==> src/rtl/tristate_bus_reader.sv <==
// -----------------------------------------------------------------------------
// tristate_bus_reader
//
// Read sequencer for a bank of tri-state register slots that share one data
// bus. It walks the slots chosen by Mask in ascending index order. For each
// slot it pulls that slot's cs line low, waits SettleCycles enabled cycles,
// samples Bus and offers the word downstream on a valid/ready handshake.
// Between two slot selections there is always at least one enabled cycle
// with every cs high, so two slots never drive the bus at the same time.
//
// Ports
//   Clock        system clock, rising edge
//   Reset        asynchronous, active-high; forces cs all ones at once
//   ClockEnable  global enable
//   Tick         rate tick; state moves only when ClockEnable & Tick
//   Start        begin a scan (taken in IDLE only)
//   Abort        synchronous abort of a running scan
//   Mask         slots to read, latched when Start is accepted
//   Bus          shared tri-state data bus (read only)
//   cs           per-slot select, active low, registered
//   OutData      captured bus word
//   OutSlot      slot index of OutData
//   OutValid     OutData/OutSlot valid
//   OutReady     downstream accepts the word
//   Busy         scan in progress (any state but IDLE)
//   Done         one-enabled-cycle pulse at scan completion
// -----------------------------------------------------------------------------
module tristate_bus_reader #(
  parameter int NrOfBits     = 8,
  parameter int NrOfSlots    = 4,
  parameter int SlotBits     = 2,
  parameter int SettleCycles = 1
) (
  input  logic                 Clock,
  input  logic                 Reset,
  input  logic                 ClockEnable,
  input  logic                 Tick,
  input  logic                 Start,
  input  logic                 Abort,
  input  logic [NrOfSlots-1:0] Mask,
  input  logic [NrOfBits-1:0]  Bus,
  output logic [NrOfSlots-1:0] cs,
  output logic [NrOfBits-1:0]  OutData,
  output logic [SlotBits-1:0]  OutSlot,
  output logic                 OutValid,
  input  logic                 OutReady,
  output logic                 Busy,
  output logic                 Done
);

  localparam int CntBits = (SettleCycles < 2) ? 1 : $clog2(SettleCycles + 1);
  localparam logic [CntBits-1:0] SettleLoad = CntBits'(SettleCycles);

  localparam logic [1:0] IDLE   = 2'd0;
  localparam logic [1:0] SELECT = 2'd1;
  localparam logic [1:0] WAIT   = 2'd2;

  logic [1:0]           state;
  logic [NrOfSlots-1:0] pending;     // slots still to be read in this scan
  logic [SlotBits-1:0]  slot;        // slot currently selected
  logic [CntBits-1:0]   settle_cnt;
  logic                 enabled_edge;
  logic [NrOfSlots-1:0] scan_src;
  logic [SlotBits-1:0]  next_slot;

  // Index of the lowest set bit; callers only use it on a non-zero vector.
  function automatic logic [SlotBits-1:0] lowest_slot(input logic [NrOfSlots-1:0] m);
    lowest_slot = '0;
    for (int i = NrOfSlots - 1; i >= 0; i--) begin
      if (m[i]) lowest_slot = SlotBits'(i);
    end
  endfunction

  // cs pattern with exactly one slot driving the bus.
  function automatic logic [NrOfSlots-1:0] select_line(input logic [SlotBits-1:0] s);
    select_line = ~(NrOfSlots'(1) << s);
  endfunction

  assign enabled_edge = ClockEnable & Tick;
  assign Busy         = (state != IDLE);

  // In IDLE the first slot comes from the incoming Mask; afterwards it comes
  // from the latched mask, whose current slot bit has already been cleared.
  always_comb begin
    // NOTE: assign a default before any branch so no path leaves the signal
    // holding its old value, which would infer a latch.
    scan_src = pending;
    if (state == IDLE) scan_src = Mask;
  end

  assign next_slot = lowest_slot(scan_src);

  always_ff @(posedge Clock or posedge Reset) begin
    if (Reset) begin
      // NOTE: sequential state uses <= so every register samples the values
      // from before the edge, independent of statement order.
      state      <= IDLE;
      cs         <= '1;
      OutData    <= '0;
      OutSlot    <= '0;
      OutValid   <= 1'b0;
      Done       <= 1'b0;
      pending    <= '0;
      slot       <= '0;
      settle_cnt <= '0;
    end else if (enabled_edge) begin
      // Done is a single enabled-cycle pulse unless re-armed below.
      Done <= 1'b0;
      if (Abort) begin
        // Abort outranks both Start and the handshake; OutData/OutSlot keep
        // their last values and no Done is produced.
        if (state != IDLE) begin
          state    <= IDLE;
          cs       <= '1;
          OutValid <= 1'b0;
          pending  <= '0;
        end
      end else begin
        case (state)
          IDLE: begin
            if (Start) begin
              if (Mask != '0) begin
                pending    <= Mask;
                slot       <= next_slot;
                cs         <= select_line(next_slot);
                settle_cnt <= SettleLoad;
                state      <= SELECT;
              end else begin
                // Empty scan completes immediately without touching the bus.
                Done <= 1'b1;
              end
            end
          end

          SELECT: begin
            settle_cnt <= settle_cnt - 1'b1;
            if (settle_cnt == CntBits'(1)) begin
              OutData       <= Bus;
              OutSlot       <= slot;
              OutValid      <= 1'b1;
              cs            <= '1;
              pending[slot] <= 1'b0;
              state         <= WAIT;
            end
          end

          WAIT: begin
            if (OutReady) begin
              OutValid <= 1'b0;
              if (pending != '0) begin
                slot       <= next_slot;
                cs         <= select_line(next_slot);
                settle_cnt <= SettleLoad;
                state      <= SELECT;
              end else begin
                Done  <= 1'b1;
                state <= IDLE;
              end
            end
          end

          default: begin
            state <= IDLE;
            cs    <= '1;
          end
        endcase
      end
    end
  end

endmodule
==> config.mk <==
export PLATFORM = sky130hd
export DESIGN_NAME = tristate_bus_reader
export DESIGN_NICKNAME = d
export VERILOG_FILES = /design/src/rtl/tristate_bus_reader.sv
export SDC_FILE = /design/constraint.sdc
export NUM_CORES = 1
export LEC_CHECK = 0
export ABC_AREA = 1
export BUFFER_PORTS_ARGS = -buffer_cell sky130_fd_sc_hd__buf_2
export CAP_MARGIN = 10
export CORE_MARGIN = 1.5
export CORE_UTILIZATION = 51
export DETAILED_ROUTE_END_ITERATION = 10
export PLACE_DENSITY = 0.78
export REMOVE_ABC_BUFFERS = 1
export SYNTH_ARGS = -nofsm -noshare
export SYNTH_HDL_FRONTEND = slang
export SYNTH_SLANG_ARGS = --single-unit
==> constraint.sdc <==
create_clock -name Clock -period 1.7 [get_ports Clock]
set_clock_uncertainty 0.1 [all_clocks]
set_input_delay 0.085 -clock Clock [delete_from_list [all_inputs] [get_ports Clock]]
set_output_delay 0.085 -clock Clock [all_outputs]
set_load 0.005 [all_outputs]
# [Word level (Yosys, flattened, before mapping)]
# Cells that the tools add are included.
[totals] reg_bits=25 latchBits=0 ram_bits=0 rom_bits=0 input_bits=19 out_inout_bits=17 memories=0
[op_classes] addsub=1 mul=0 n_div=0 magnitude_cmp=2 n_eq_ne=12 shifts=1 mux=50 n_bitwise=5 reduce_logical=16
[ops] cell="$mux W4" n=13
[ops] cell="$mux W2" n=14
[ops] cell="$reduce_and A7 Y1" n=3
[ops] cell="$mux W1" n=15
[ops] cell="$ne A3 B3 Y1 const B" n=4
[ops] cell="$pmux W4 S3" n=1
[ops] cell="$reduce_and A6 Y1" n=2
[ops] cell="$reduce_bool A3 Y1" n=3
[ops] cell="$not A4 Y4" n=2
[ops] cell="$pmux W4 S2" n=1
[ops] cell="$reduce_bool A4 Y1" n=2
[ops] cell="$ne A2 B2 Y1 const B" n=3
[ops] cell="$pmux W2 S3" n=1
[ops] cell="$reduce_and A5 Y1" n=1
[ops] cell="$and A4 B4 Y4" n=1
[ops] cell="$ne A2 B1 Y1 const B" n=2
[ops] cell="$pmux W1 S2" n=2
[ops] cell="$pmux W2 S2" n=1
[ops] cell="$reduce_and A4 Y1" n=1
[ops] cell="$reduce_bool A2 Y1" n=2
[ops] cell="$shl A1 B2 Y4 const A" n=1
[ops] cell="$lt A2 B3 Y1 const B" n=1
[ops] cell="$ne A3 B2 Y1 const B" n=1
[ops] cell="$pmux W1 S3" n=1
[ops] cell="9 further kinds" n=9

# [Depth between registers and ports, before layout]
# Gate-level depths: netlist of the first run.
[depth] word_depth=12 ltp_mapped=10 mapped_depth_nobuf=10

# [Worst setup path before layout of the first run]
# OpenSTA, ideal clock, no wires.
[synth_path] kind="reg-to-reg" startpoint="register state[0]" endpoint="register pending[0]" setup_time_ns=0.120 arrival_time_ns=1.203 slack_ns=0.276 path_stages_with_launch=9 n_path_buf=0 path_cell_list="dfrtp_1 > nor2_2 > nand2_1 > o21ai_0 > nor2_1 > nand2_1 > nor2_1 > nand3_1 > nand2_1"
[synth_via] elab_chain_cells=3
[synth_lines] element="start, declared" line_no="58" text="logic [1:0] state;"
[synth_lines] element="start signal, assigned" line_no="97" text="state <= IDLE;"
[synth_lines] element="start signal, assigned" line_no="113" text="state <= IDLE;"
[synth_lines] element="start signal, assigned" line_no="127" text="state <= SELECT;"
[synth_lines] element="$eq A2 B1 Y1 (tied with other cells)" line_no="119" text="case (state)"
[synth_lines] element="$ne A3 B3 Y1 (no source line) (tied with other cells)"
[synth_lines] element="$reduce_and A6 Y1 (no source line) or $mux W4 (tied branches)"
[synth_lines] element="end signal, assigned" line_no="123" text="pending <= Mask;"
[synth_lines] element="end, declared" line_no="59" text="logic [NrOfSlots-1:0] pending;"
# Several ways; a longest one is shown, not always the timed one.
# A chain may end at the register's enable or synchronous reset.

# [Final worst setup path of the first run]
[layout_path] startpoint="register state[1]" endpoint="register cs[3]"
[layout_via] elab_chain_cells=12
[layout_lines] element="$logic_not A2 Y1" line_no="88, 119"
[layout_lines] element="$mux W4" line_no="88" text="if (state == IDLE) scan_src = Mask;"
[layout_lines] element="$mux W2 (4 in a row)" line_no="70" text="if (m[i]) lowest_slot = SlotBits'(i);"
[layout_lines] element="$shl A1 B2 Y4" line_no="76" text="select_line = ~(NrOfSlots'(1) << s);"
[layout_lines] element="$not A4 Y4" line_no="76"
[layout_lines] element="$mux W4, on equally long branches" line_no="150, 122"
[layout_lines] element="$mux W4, on equally long branches" line_no="148, 121"
[layout_lines] element="$pmux W4 S3" line_no="119"
[layout_lines] element="$mux W4" line_no="109" text="if (Abort) begin"
[layout_lines] element="end signal, assigned" line_no="125" text="cs <= select_line(next_slot);"
[layout_lines] element="end signal, assigned" line_no="152" text="cs <= select_line(next_slot);"
[layout_lines] element="end, declared" line_no="42" text="output logic [NrOfSlots-1:0] cs,"
# Several ways; a longest one is shown, not always the timed one. The select of a mux whose other input is x is not followed.

==> impl_metrics.yaml, run 1 <==
synthesis:
  synth.mux.area_fraction_pct: 6.61
  synthAdderAreaFrac_pct: 0
  synth_simple_gate_area_share_pct: 30.0
  synth_top_family_by_area: "simple AND/OR/NAND/NOR gates"
  ys_types: 22
  synth_compound_area_share_pct: 9.83
  ys_ff_latch: 25
  netlist_area_um2: 1360
  yosysSeqAreaShare_pct: 46.3
  avgSynthCellArea_um2: 7.65
  yosys_warnings: 0
  postSynthCellCount: 178
  synthXorXnorAreaFrac_pct: 0
clock_network:
  cts_tree: "yes"
  clock_sinks: 25
  clk_latency_ps: 320
  cts_buffer_depth: 2
  h-tree-depth: 1
  cts_root_buf: "clkbuf_4"
  cts_setup_buffers: 0
  numCtsBuffers: 3
  cts.clk_slew.worst_paths_ps: 140
place:
  hpwl_um: 2780
  post_dp_cell_area_um2: 1570
  io_buffers: 35
  gp_congestion: 1.05
die:
  die_w_um: 54.7
  num_rows: 18
  die_area_um2: 2990
  initial_core_util_pct: 54.5
  die_h_um: 54.7
  io_pins: 36
  core-area_um2: 2500
pwr:
  power_density_nw_per_um2: 1550
  leakage_nw: 0.936
  ir_worst_vdd_v: 0.00105
  p_total_mw: 2.75
timing:
  fmax_mhz: 618
  fin_crit_sh_pct: 95.1
  slew_headroom_pct: 67.0
  whs_ps: 65.0
  finalMaxSlewViolations: 0
  fin_crit_ps: 1620
  rsz0062_at_grt: "false"
  setup_viol: 0
  hold_violations: 0
  tightest_slew_ps: 495
  fin_setup_tns_ps: 0
finish:
  final_nets: 250
  syn_to_final_growth_pct: 30.0
  final.fill_count: 195
  diodes: 0
  seq_area_um2: 633
  multi_input_area_um2: 672
  final_layout_size_suffix_gt1_share_pct: 30.4
  final_area_um2: 1770
  fin_util_pct: 70.9
critical_path:
  regToRegEndpoint: "cs[3]$_DFFE_PP1P_"
  worst_path_largest_cell_delay_ps: 470
  path_common_cell: "nand2_1"
  r2r-start: "state[1]$_DFFE_PP0P_"
  reg2reg_setup_slack_ps: 80
  criticalPathCategory: "register to register"
  reg2reg_depth: 10
  worstPathArrival_ps: 1790
  critPathMaxFanout: 6
  cpMaxStageDelayCell: "dfrtp_2"
  required_ps: 1870
  crit_chain: "inv_2 > nand2_2 > nand2_1 > nand2_1 > nor2_2 > nand2_1 > nor2_2 > nand2_1 > nand2_1 > nand2_1"
  startpoint_type: "register"
  critPathCaptureType: "register"
drt:
  vias: 1403
  dr.pass1.iters: 4
  avgRoutedWirePerCell_um: 13.8
  drtIter0Drc: 57
  vias_per_cell: 5.40
  ant_nets: 0
  routed_wl_um: 3590
  drc_errors: 0
global_routing:
  grt_pass1_wl_um: 5680
  grt_overflow: 0
  grt_use_total_pct: 26.8
  grt_pass1_vias: 1312
  grt_start_max_net_pins: 16
  grt_antenna_before_repair: 0
hold_path:
  hold_start: "Mask[2]"
  holdPathEnd: "pending[2]$_DFFE_PP0P_"
  hp-class: "input port to register"
  hold_depth: 3
outcome:
  outcome: "finished clean"
job:
  maxCapViolCount: 0
-- final cells by class --
type,count,share of cell area (%)
multi-input combinational,129,37.9
sequential,25,35.7
timing repair buffer,50,18.1
inverter,22,4.66
tap,30,2.12
clock buffer,4,1.48
-- timing repair --
action	CTS	global route
gates resized for setup	0	15
hold buffers	13	0
setup endpoints to repair	0	11
hold endpoints to repair	19	0
-- Yosys cell counts (all sizes together) --
cell | n | area (µm²)
nand4 | 3 | 18.8
nor3 | 3 | 15.0
inv | 22 | 82.6
dfrtp | 21 | 526
mux2 | 8 | 90.1
dfstp | 4 | 105
o211ai | 2 | 15.0
buf | 2 | 16.3
o22ai | 1 | 6.26
nand2 | 60 | 228
nand3b | 1 | 7.51
a21boi | 1 | 7.51
nand3 | 10 | 62.6
o21ai | 15 | 75.1
a211oi | 2 | 15.0
nor2 | 20 | 77.6
a21oi | 3 | 15.0
-- per-layer routing --
metal / global-route usage, % / up-vias / wire length (µm)
met5: 0 / - / 0
met2: 47.6 / 71 / 1820
met3: 4.37 / 9 / 224
li1: - / 681 / -
met4: 10.0 / 0 / 56
met1: 32.1 / 642 / 1490
-- flip-flops by register name, indices dropped and copies added (netlist names) --
name        cells
OutData         8
cs              4
pending         4
OutSlot         2
slot            2
state           2
Done            1
OutValid        1
settle_cnt      1
-- power by group --
part	internal, mW	switching (mW)
Combinational	0.537	0.833
Clock	0.0920	0.182
Sequential	0.896	0.207
-- per-stage QoR --
step                worst slack, ps  cells
floorplan                       276    176
global placement              -36.3    243
detailed placement             20.6    243
CTS                           0.369    260
global route                   14.3    260
finish                         83.0    260
-- critical path, delay by kind of cell (launching register included) --
kind                   cells  cell delay [ps]
AND/OR/NAND/NOR            9              870
buffers and inverters      1              120
flip-flops                 1              470
-- logic make-up (layout without fill, tap and decap cells) --
kind of cell | after synthesis | count (layout)
simple gates | 97 | 97
compound gates | 24 | 24
buf+inv | 24 | 76
flops | 25 | 25
mux | 8 | 8
-- cells in the final DEF (no fill, tap or decap), types with 3 or more instances in the layout --
master | netlist | layout
dfstp_2 | 4 | 4
mux2_2 | 8 | 8
nor2_2 | 1 | 5
buf_2 | 1 | 35
nor2_1 | 19 | 13
inv_2 | 2 | 3
inv_1 | 20 | 19
dfrtp_1 | 21 | 19
nand2_1 | 59 | 57
nand3_1 | 9 | 9
clkbuf_4 | 0 | 3
nand4_1 | 3 | 3
dlygate4sd3_1 | 0 | 13
o21ai_0 | 15 | 15
nand2_2 | 1 | 3
-- worst max path at each step --
stage	to	startpoint	cells past startpoint	slack (ps)
3_3_place_gp	pending[1]$_DFFE_PP0P_	state[0]$_DFFE_PP0P_	8	-40
5_1_grt	cs[3]$_DFFE_PP1P_	state[0]$_DFFE_PP0P_	10	10
2_1_floorplan	pending[0]$_DFFE_PP0P_	state[0]$_DFFE_PP0P_	8	280
3_5_place_dp	cs[3]$_DFFE_PP1P_	state[0]$_DFFE_PP0P_	10	20
4_1_cts	cs[3]$_DFFE_PP1P_	state[0]$_DFFE_PP0P_	10	0.4
6_report	cs[3]$_DFFE_PP1P_	state[1]$_DFFE_PP0P_	10	80
No activity file was read; power rests on OpenSTA's default activity.
==> inputs of run 2 (changes only) <==
--- a/config.mk
+++ b/config.mk
@@ -5,13 +5,12 @@
 export SDC_FILE = /design/constraint.sdc
 export NUM_CORES = 1
 export LEC_CHECK = 0
-export ABC_AREA = 1
 export BUFFER_PORTS_ARGS = -buffer_cell sky130_fd_sc_hd__buf_2
 export CAP_MARGIN = 10
 export CORE_MARGIN = 1.5
-export CORE_UTILIZATION = 51
+export CORE_UTILIZATION = 50
 export DETAILED_ROUTE_END_ITERATION = 10
-export PLACE_DENSITY = 0.78
+export PLACE_DENSITY = 0.77
 export REMOVE_ABC_BUFFERS = 1
 export SYNTH_ARGS = -nofsm -noshare
 export SYNTH_HDL_FRONTEND = slang
==> run 2 against run 1 <==
  * The run now ends with negative setup slack left
  * Sequential cell count unchanged
  * Synthesized area shrank 7.8%
  * Fmax is 5.6% lower
  * Wire length down 3.6%
==> impl_metrics.yaml, run 2 <==
timing:
  hold_violations: 0
  setup_viol: 2
  slew_headroom_pct: 69.8
  tightest_slew_ps: 450
  fin_crit_ps: 1710
  fmax_mhz: 584
  fin_crit_sh_pct: 101
  fin_ws_ps: -13.4
  finalMaxSlewViolations: 0
  rsz0062_at_grt: "true"
  fin_setup_tns_ps: -13.8
synthesis:
  ys_types: 36
  synth_top_area_share_pct: 41.8
  postSynthCellCount: 116
  yosys_warnings: 0
  ys.flop_type: "dfrtp_1"
  synth.most_common_cell: "dfrtp_1"
  ys_ff_latch: 25
  yosys-top-cells-count: "21 x dfrtp_1, 14 x nor2_1, 10 x mux2_2"
  netlist_top_cells_area: "dfrtp_1 42%, mux2_2 9.0%, dfstp_2 8.4%"
  yosysSeqAreaShare_pct: 50.2
  ys_async_sr_fraction_pct: 100
  synth_largest_area_cell: "dfrtp_1"
  synth_edf_count: 0
  avgSynthCellArea_um2: 10.8
  netlist_area_um2: 1260
global_routing:
  grt_pass1_vias: 1191
  grt_overflow: 0
  grt_start_max_net_pins: 26
  grt_antenna_before_repair: 0
  grt_use_total_pct: 24.7
  grt_pass1_wl_um: 4970
place:
  hpwl_um: 2050
  io_buffers: 35
  gp_congestion: 0.861
  post_dp_cell_area_um2: 1550
drt:
  drc_errors: 0
  avgRoutedWirePerCell_um: 16.3
  routed_wl_um: 3460
  dr.pass1.iters: 4
  vias: 1215
  vias_per_cell: 5.73
  drtIter0Drc: 41
  ant_nets: 0
critical_path:
  cpMaxStageDelayCell: "dfrtp_2"
  startpoint_type: "register"
  critPathMaxFanout: 5
  critPathTopFamily: "compound AO/OA/AOI/OAI gates"
  worst_path_largest_cell_delay_ps: 470
  critPathCaptureType: "register"
  crit_chain: "buf_6 > nor2b_4 > a2111oi_4 > nand3_4 > o32a_1"
  crit_buf_inv: 1
  required_ps: 1870
  worstPathArrival_ps: 1890
  criticalPathCategory: "register to register"
die:
  initial_core_util_pct: 54.7
  die_h_um: 53.1
  io_pins: 36
  core-area_um2: 2300
  num_rows: 17
  die_w_um: 53.1
  die_area_um2: 2820
finish:
  mostFrequentLayoutCells: "34 x buf_2, 19 x dfrtp_1, 14 x dlygate4sd3_1, 14 x buf_4, 11 x nor2_1"
  regMostFlops: "OutData"
  final_layout_size_suffix_gt1_share_pct: 47.8
  mostFrequentLayoutCell: "buf_2"
  final_nets: 204
  diodes: 0
  syn_to_final_growth_pct: 45.1
  largest_reg_flops: 8
  final_area_um2: 1820
  final.fill_count: 137
  fin_util_pct: 79.4
  top_regs: "OutData (8), cs (4), pending (4)"
clock_network:
  cts_root_buf: "clkbuf_4"
  h-tree-depth: 1
  clock_sinks: 25
  cts.clk_slew.worst_paths_ps: 140
  cts_buffer_depth: 2
  numCtsBuffers: 3
  cts_tree: "yes"
  clk_latency_ps: 330
pwr:
  ir_worst_vdd_v: 0.00106
  leakage_nw: 0.864
  power_density_nw_per_um2: 1400
hold_path:
  hp-class: "input port to register"
outcome:
  outcome: "finished with violations"
  violations: "negative setup slack"
job:
  maxCapViolCount: 0
run 2: cell types whose count changed after synthesis, sizes merged, moves of 4 or more:
cell,change
nand3,-6
nand2,-52
nor2,-6
o21ai,-11
a21oi,+4
inv,-13
run 2: worst register-to-register path: stages (launching register included):
cell and delay, ps:
dfrtp_2 470, buf_6 130, nor2b_4 130, a2111oi_4 350, nand3_4 150, o32a_1 350
run 2: final cells by class:
| type | instances | area [µm²] | share of cell area (%) |
|---|---|---|---|
| Multi-Input combinational cell | 80 | 634 | 34.8 |
| Inverter | 9 | 33.8 | 1.85 |
| Sequential cell | 25 | 633 | 34.7 |
| Timing Repair Buffer | 66 | 460 | 25.3 |
| Tap cell | 28 | 35.0 | 1.92 |
| Clock buffer | 4 | 26.3 | 1.44 |
run 2: path summary, 6_finish.rpt:
check | start | end | slack [ps] | cells past startpoint
setup / recovery | state[1]$_DFFE_PP0P_ | cs[0]$_DFFE_PP1P_ | -10 | 5
setup reg to reg | state[1]$_DFFE_PP0P_ | cs[0]$_DFFE_PP1P_ | -10 | 5
max in group asynchronous | Reset | cs[0]$_DFFE_PP1P_ | 970 | 4
min in group asynchronous | Reset | OutData[7]$_DFFE_PP0P_ | 250 | 4
hold / removal | Start | Done$_DFFE_PP0P_ | 20 | 3
hold reg to reg | Done$_DFFE_PP0P_ | Done$_DFFE_PP0P_ | 390 | 2
run 2: kinds of logic (layout without fill, tap and decap cells):
logic type | after synthesis | count (layout) | share of synthesized area, %
flip-flops | 25 | 25 | 50.2
buffers and inverters | 11 | 79 | 4.18
AO/OA/AOI/OAI | 32 | 32 | 19.9
XOR/XNOR | 1 | 1 | 0.697
multiplexers | 12 | 12 | 10.9
AND/OR/NAND/NOR | 35 | 35 | 14.1
run 2: metal layers:
| metal | up-vias | routed length [µm] | global-route usage, % |
|---|---|---|---|
| met4 | 0 | 66 | 12.4 |
| li1 | 554 | - | - |
| met5 | - | 0 | 0 |
| met2 | 54 | 1790 | 42.3 |
| met1 | 600 | 1400 | 29.8 |
| met3 | 7 | 210 | 4.24 |
run 2: repair_timing:
item / CTS / global route
hold buffers: 14 / 0
gates resized for setup: 6 / 19
hold endpoints to repair: 37 / 0
pin swaps: 3 / 6
endpoints found under the setup margin: 7 / 21
setup buffers: 2 / 0
gates cloned: 0 / 1
run 2: report_power, final:
part           leakage [nW]  switching, mW  internal, mW
registers             0.302          0.204         0.875
logic                 0.547          0.567         0.625
clock network        0.0150          0.181        0.0920
run 2: through the flow:
stage | hold WS (ps) | setup slack, ps | std cells | power [mW]
detailed placement | 49.4 | -33.9 | 191 | 2.06
finish | 24.7 | -13.4 | 212 | 2.54
global route | 17.0 | -69.0 | 212 | 2.71
floorplan | 9.35 | -324 | 114 | 1.60
CTS | 19.6 | -11.2 | 211 | 2.40
global placement | 43.5 | -15.5 | 191 | 2.03
